$ cat src/rtl/calc_mp_core_if.sv
// Request/response bundle for calc_mp_core: per-port command and data in,
// per-port response code and result out.
interface calc_mp_core_if #(
  parameter int NUM_PORTS = 4,
  parameter int DATA_W    = 32
);
  logic [NUM_PORTS-1:0][3:0]        req_cmd_in;
  logic [NUM_PORTS-1:0][DATA_W-1:0] req_data_in;
  logic [NUM_PORTS-1:0][1:0]        out_resp;
  logic [NUM_PORTS-1:0][DATA_W-1:0] out_data;

  modport master (
    output req_cmd_in,
    output req_data_in,
    input  out_resp,
    input  out_data
  );

  modport slave (
    input  req_cmd_in,
    input  req_data_in,
    output out_resp,
    output out_data
  );
endinterface

$ cat src/rtl/calc_mp_core.sv
// Multi-port calculator: each port collects a command and two operands, then a
// shared round-robin arbiter feeds one pending request per cycle to a single ALU.
module calc_mp_core #(
  parameter int NUM_PORTS = 4,
  parameter int DATA_W    = 32
) (
  input  logic          c_clk,
  input  logic          reset,
  calc_mp_core_if.slave bus
);

  localparam int IDX_W = (NUM_PORTS > 1) ? $clog2(NUM_PORTS) : 1;

  localparam logic [1:0] ST_IDLE = 2'b00;
  localparam logic [1:0] ST_OP2  = 2'b01;
  localparam logic [1:0] ST_PEND = 2'b10;

  localparam logic [3:0] CMD_NOP = 4'b0000;
  localparam logic [3:0] CMD_ADD = 4'b0001;
  localparam logic [3:0] CMD_SUB = 4'b0010;
  localparam logic [3:0] CMD_SHL = 4'b0101;
  localparam logic [3:0] CMD_SHR = 4'b0110;

  localparam logic [1:0] RESP_OK  = 2'b01;
  localparam logic [1:0] RESP_ERR = 2'b10;

  localparam logic [DATA_W-1:0] DW_VAL = DATA_W'(DATA_W);

  logic [NUM_PORTS-1:0][1:0]        state_r;
  logic [NUM_PORTS-1:0][3:0]        cmd_r;
  logic [NUM_PORTS-1:0][DATA_W-1:0] op1_r;
  logic [NUM_PORTS-1:0][DATA_W-1:0] op2_r;
  logic [NUM_PORTS-1:0][1:0]        resp_r;
  logic [NUM_PORTS-1:0][DATA_W-1:0] data_r;

  logic [IDX_W-1:0] ptr_r;
  logic [IDX_W-1:0] gnt_idx_r;
  logic             gnt_vld_r;

  logic [NUM_PORTS-1:0] elig_s;
  logic [IDX_W-1:0]     gnt_idx_s;
  logic                 gnt_vld_s;
  logic [IDX_W:0]       cand_s;
  logic [IDX_W:0]       ptr_nxt_s;

  logic [3:0]        exe_cmd_s;
  logic [DATA_W-1:0] exe_op1_s;
  logic [DATA_W-1:0] exe_op2_s;
  logic [DATA_W:0]   sum_s;
  logic [DATA_W-1:0] shamt_s;
  logic [1:0]        exe_resp_s;
  logic [DATA_W-1:0] exe_data_s;

  // Eligibility: a port already in its execute cycle must not be granted twice
  always_comb begin
    for (int p = 0; p < NUM_PORTS; p++) begin
      elig_s[p] = (state_r[p] == ST_PEND) && !(gnt_vld_r && (gnt_idx_r == IDX_W'(p)));
    end
  end

  // Round-robin search starting at the pointer, plus the pointer's next value
  always_comb begin
    gnt_vld_s = 1'b0;
    gnt_idx_s = '0;
    cand_s    = '0;
    for (int i = 0; i < NUM_PORTS; i++) begin
      cand_s = {1'b0, ptr_r} + (IDX_W+1)'(i);
      if (cand_s >= (IDX_W+1)'(NUM_PORTS)) begin
        cand_s = cand_s - (IDX_W+1)'(NUM_PORTS);
      end else begin
        cand_s = cand_s;
      end
      if (!gnt_vld_s && elig_s[cand_s[IDX_W-1:0]]) begin
        gnt_vld_s = 1'b1;
        gnt_idx_s = cand_s[IDX_W-1:0];
      end else begin
        gnt_vld_s = gnt_vld_s;
      end
    end
    ptr_nxt_s = {1'b0, gnt_idx_s} + (IDX_W+1)'(1);
    if (ptr_nxt_s >= (IDX_W+1)'(NUM_PORTS)) begin
      ptr_nxt_s = '0;
    end else begin
      ptr_nxt_s = ptr_nxt_s;
    end
  end

  // Single-cycle ALU on the request granted in the previous cycle
  always_comb begin
    exe_cmd_s  = cmd_r[gnt_idx_r];
    exe_op1_s  = op1_r[gnt_idx_r];
    exe_op2_s  = op2_r[gnt_idx_r];
    sum_s      = {1'b0, exe_op1_s} + {1'b0, exe_op2_s};
    shamt_s    = exe_op2_s % DW_VAL;
    exe_resp_s = RESP_ERR;
    exe_data_s = '0;
    case (exe_cmd_s)
      CMD_ADD: begin
        if (sum_s[DATA_W]) begin
          exe_resp_s = RESP_ERR;
          exe_data_s = '0;
        end else begin
          exe_resp_s = RESP_OK;
          exe_data_s = sum_s[DATA_W-1:0];
        end
      end
      CMD_SUB: begin
        if (exe_op2_s > exe_op1_s) begin
          exe_resp_s = RESP_ERR;
          exe_data_s = '0;
        end else begin
          exe_resp_s = RESP_OK;
          exe_data_s = exe_op1_s - exe_op2_s;
        end
      end
      CMD_SHL: begin
        exe_resp_s = RESP_OK;
        exe_data_s = exe_op1_s << shamt_s;
      end
      CMD_SHR: begin
        exe_resp_s = RESP_OK;
        exe_data_s = exe_op1_s >> shamt_s;
      end
      default: begin
        exe_resp_s = RESP_ERR;
        exe_data_s = '0;
      end
    endcase
  end

  // Per-port request FSMs; a port leaves PEND as its result is registered
  always_ff @(posedge c_clk or negedge reset) begin
    if (!reset) begin
      state_r <= '0;
      cmd_r   <= '0;
      op1_r   <= '0;
      op2_r   <= '0;
    end else begin
      for (int p = 0; p < NUM_PORTS; p++) begin
        case (state_r[p])
          ST_IDLE: begin
            if (bus.req_cmd_in[p] != CMD_NOP) begin
              state_r[p] <= ST_OP2;
              cmd_r[p]   <= bus.req_cmd_in[p];
              op1_r[p]   <= bus.req_data_in[p];
            end
          end
          ST_OP2: begin
            state_r[p] <= ST_PEND;
            op2_r[p]   <= bus.req_data_in[p];
          end
          ST_PEND: begin
            if (gnt_vld_r && (gnt_idx_r == IDX_W'(p))) begin
              state_r[p] <= ST_IDLE;
            end
          end
          default: state_r[p] <= ST_IDLE;
        endcase
      end
    end
  end

  // Grant register and round-robin pointer
  always_ff @(posedge c_clk or negedge reset) begin
    if (!reset) begin
      gnt_vld_r <= 1'b0;
      gnt_idx_r <= '0;
      ptr_r     <= '0;
    end else begin
      gnt_vld_r <= gnt_vld_s;
      gnt_idx_r <= gnt_idx_s;
      if (gnt_vld_s) begin
        ptr_r <= ptr_nxt_s[IDX_W-1:0];
      end
    end
  end

  // One-cycle response pulse on the executed port; all other ports read zero
  always_ff @(posedge c_clk or negedge reset) begin
    if (!reset) begin
      resp_r <= '0;
      data_r <= '0;
    end else begin
      resp_r <= '0;
      data_r <= '0;
      if (gnt_vld_r) begin
        resp_r[gnt_idx_r] <= exe_resp_s;
        data_r[gnt_idx_r] <= exe_data_s;
      end
    end
  end

  assign bus.out_resp = resp_r;
  assign bus.out_data = data_r;

endmodule
$ cat src/flat_wrapper.sv
// flat-port wrapper written by rule: the top's interface ports become plain ports
module calc_mp_core_flat 
#(
  parameter int NUM_PORTS = 4,
  parameter int DATA_W    = 32
)
  (c_clk, reset, bus_req_cmd_in, bus_req_data_in, bus_out_resp, bus_out_data);
  calc_mp_core_if #(.NUM_PORTS(NUM_PORTS), .DATA_W(DATA_W)) bus_i ();
  input  logic c_clk;
  input  logic reset;
  input wire logic [$bits(bus_i.req_cmd_in)-1:0] bus_req_cmd_in;
  input wire logic [$bits(bus_i.req_data_in)-1:0] bus_req_data_in;
  output wire logic [$bits(bus_i.out_resp)-1:0] bus_out_resp;
  output wire logic [$bits(bus_i.out_data)-1:0] bus_out_data;
  assign bus_i.req_cmd_in = bus_req_cmd_in;
  assign bus_i.req_data_in = bus_req_data_in;
  assign bus_out_resp = bus_i.out_resp;
  assign bus_out_data = bus_i.out_data;
  calc_mp_core #(.NUM_PORTS(NUM_PORTS), .DATA_W(DATA_W)) u_core (.c_clk(c_clk), .reset(reset), .bus(bus_i));
endmodule
$ cat config.mk
export PLATFORM = sky130hd
export DESIGN_NAME = calc_mp_core_flat
export DESIGN_NICKNAME = d
export VERILOG_FILES = /design/src/rtl/calc_mp_core_if.sv /design/src/rtl/calc_mp_core.sv /design/src/flat_wrapper.sv
export SDC_FILE = /design/constraint.sdc
export NUM_CORES = 1
export LEC_CHECK = 0
export CAP_MARGIN = 20
export CORE_AREA = 2 2 233 212
export DETAILED_ROUTE_END_ITERATION = 7
export DIE_AREA = 0 0 235 214
export PLACE_DENSITY_LB_ADDON = 0.08
export SLEW_MARGIN = 40
export SYNTH_ARGS = -nofsm -noshare
export SYNTH_HDL_FRONTEND = slang
export SYNTH_SLANG_ARGS = --single-unit
$ cat constraint.sdc
create_clock -name c_clk -period 11.7 [get_ports c_clk]
set_clock_uncertainty 0.05 [all_clocks]
set_input_delay 2.34 -clock c_clk [delete_from_list [all_inputs] [get_ports c_clk]]
set_output_delay 2.34 -clock c_clk [all_outputs]
set_load 0.02 [all_outputs]
==> flow_metrics.env <==
export IMPL_grt_pass1_vias=19800
export IMPL_critPathArrivalTime_ns=6.26
export IMPL_io_buffers=281
export IMPL_report_final_slew_viol_count=0
export IMPL_clk_latency_ns=0.59
export IMPL_drv_cap=0
export IMPL_holdPathEnd="u_core.cmd_r[9]"
export IMPL_rsz0062_at_grt="no"
export IMPL_period_needed_ns=5.88
export IMPL_start_kind="flop"
export IMPL_first_pass_iters=6
export IMPL_num_fill_cells=3989
export IMPL_multi_input_area_um2=12200
export IMPL_fin_setup_tns_ns=0
export IMPL_clk_pin_slew_ns=0.06
export IMPL_syn2layout_area_growth_pct=20.5
export IMPL_synth_warnings=0
export IMPL_num_io_pins=282
export IMPL_wl_met3_mm=7.31
export IMPL_setup_viol=0
export IMPL_syn_cell_area_um2=23600
export IMPL_m1WireLength_mm=37.9
export IMPL_die_y_um=214
export IMPL_end_kind="flop"
export IMPL_max_freq_ghz=0.170
export IMPL_hold_buffers=0
export IMPL_syn_nets=2609
export IMPL_totalWireLength_mm=84.7
export IMPL_place_hpwl_mm=62.3
export IMPL_cts_tree="yes"
export IMPL_ys_types=83
export IMPL_status="finished, final reports clean"
export IMPL_initial_core_util_pct=49.6
export IMPL_required_ns=12.08
export IMPL_fp_row_count=76
export IMPL_r2r_end="u_core.bus.out_data[19]"
export IMPL_wl_met2_mm=36.9
export IMPL_antenna_found_initial=0
export IMPL_mostFrequentLayoutCells="nand2_1, dfrtp_1, clkdlybuf4s50_1"
export IMPL_grt_remaining_overflow=0
export IMPL_reg2reg_slack_ns=5.82
export IMPL_clk_path_buf_depth=3
export IMPL_reg2regPathDepth=18
export IMPL_async_reset_ff_share_pct=100
export IMPL_die_area_um2=50300
export IMPL_worstHoldPathCells=2
export IMPL_vias=20100
export IMPL_grtUsageTotal_pct=33.3
export IMPL_numCtsBuffers=44
export IMPL_hold_path_class="flop to flop"
export IMPL_avgRoutedWirePerCell_um=26.0
export IMPL_drcViolationCount=0
export IMPL_synth_seq_cells=421
export IMPL_regArea_um2=10500
export IMPL_grt_max_degree=164
export IMPL_cts_resized=0
export IMPL_via_per_inst=6.17
export IMPL_clock_sinks=421
export IMPL_nets=2818
export IMPL_hold_start="u_core.cmd_r[9]"
export IMPL_final_common_cell="nand2_1"
export IMPL_ys_flop_type="dfrtp_1"
export IMPL_drive_above_1_share_pct=14.7
export IMPL_ant_nets=0
export IMPL_seq_area_frac_synth_pct=44.6
export IMPL_die_w_um=235
export IMPL_gp_congestion=1.02
export IMPL_hold_viol=0
export IMPL_crit_fanout=34
export IMPL_postSynthAreaPerCell_um2=9.87
export IMPL_core_area_um2=47600
export IMPL_routed_top_layer="met4"
export IMPL_drt_iter0_drc=2148
export IMPL_cts_htree_levels=2
export IMPL_r2r_start="u_core.gnt_idx_r[1]"
export IMPL_critical_path_class="flop to flop"
export IMPL_period_share_pct=50.3
export IMPL_slew_headroom_pct=40.0
export IMPL_grt_pass1_wl_mm=127
export IMPL_cts_root_buf="clkbuf_16"
export IMPL_worst_pin_slew_ns=0.897
export IMPL_postCtsSetupBuffers=0
export IMPL_synth_cells=2394
export IMPL_synth_edf_count=0
[Yosys cell counts, types with 21 or more instances]
cell type  instances  area [um^2]
dfrtp_1          421        10500
clkbuf_1         101          379
o211ai_1          21          158
mux2i_1          110         1100
o221ai_1          31          272
buf_2             31          155
a221o_1           26          260
nor2_1           237          890
a21oi_1          130          651
nand3_1           30          150
o21ai_0           47          235
mux4_2            67         1510
nor3_1            33          165
nand2_1          518         1940
inv_1             69          259
mux2_2           150         1690
ha_1              67          838
[cell families after synthesis]
family | count (synthesis) | share of synthesized area (%)
simple gates | 906 | 15.8
mux | 333 | 18.5
buf+inv | 227 | 4.29
compound gates | 436 | 13.0
fa+ha+maj | 69 | 3.72
xor+xnor | 2 | 0.0742
flops | 421 | 44.6
[routing by layer]
metal  up-vias  GRT usage [%]
met4         0           10.3
met5         -              0
met2       997           49.3
met1     10100           49.7
met3       140           6.19
li1       8876              -
[stage by stage]
stage | cell area (um^2) | std cells | setup slack (ns) | util (%) | hold slack [ns]
CTS | 28400 | 3256 | 5.86 | 59.6 | 0.425
floorplan | 23600 | 2394 | 6.85 | - | 0.390
detailed placement | 26900 | 3179 | 5.90 | 56.4 | 0.409
global route | 28500 | 3258 | 5.50 | 59.8 | 0.443
finish | 28500 | 3259 | 5.82 | 59.8 | 0.424
global placement | 26800 | 3177 | 5.59 | 56.3 | 0.403
[layout make-up]
class | instances | area share [%]
multi-input cells | 1746 | 42.8
clock buffers | 59 | 4.49
clock inverters | 18 | 0.853
repair buffers | 319 | 11.2
flip-flops and latches | 421 | 37.0
diodes | 1 | 0.00879
well taps | 624 | 2.74
inverters | 71 | 0.940
[critical path, stage by stage (launching register included)]
cell	delay, ns
dfrtp_2	0.65
buf_4	0.47
buf_12	0.28
mux4_4	0.57
ha_1	0.23
inv_1	0.06
fa_1	0.47
nor2_1	0.17
o21ai_0	0.13
nand3b_1	0.16
a31oi_1	0.10
buf_4	0.19
o21a_1	0.24
o211ai_1	0.51
buf_2	0.32
buf_4	0.31
o221ai_1	0.19
a221oi_2	0.49
nor2_1	0.08
[state kept, by name, summed over array words and instances, names as in the netlist]
register             flops
u_core.bus.out_data    128
u_core.op1_r           128
u_core.op2_r           128
u_core.cmd_r            16
u_core.bus.out_resp      8
u_core.state_r           8
u_core.gnt_idx_r         2
u_core.ptr_r             2
u_core.gnt_vld_r         1
[worst max path at each step]
stage,cells after the start,endpoint,slack (ns),from
final,18,u_core.bus.out_data[19],5.82,u_core.gnt_idx_r[1]
after global routing,14,u_core.bus.out_data[19],5.50,u_core.gnt_idx_r[0]
after CTS,18,u_core.bus.out_data[19],5.86,u_core.gnt_idx_r[1]
after detailed placement,18,u_core.bus.out_data[115],5.90,u_core.gnt_idx_r[1]
after global placement,16,u_core.bus.out_data[19],5.59,u_core.gnt_idx_r[1]
after floorplan,18,u_core.bus.out_data[127],6.85,u_core.gnt_idx_r[0]
Power is left out: the tool's default activity adds up to more than one toggle a clock period on the data nets, which glitch-free logic cannot reach.
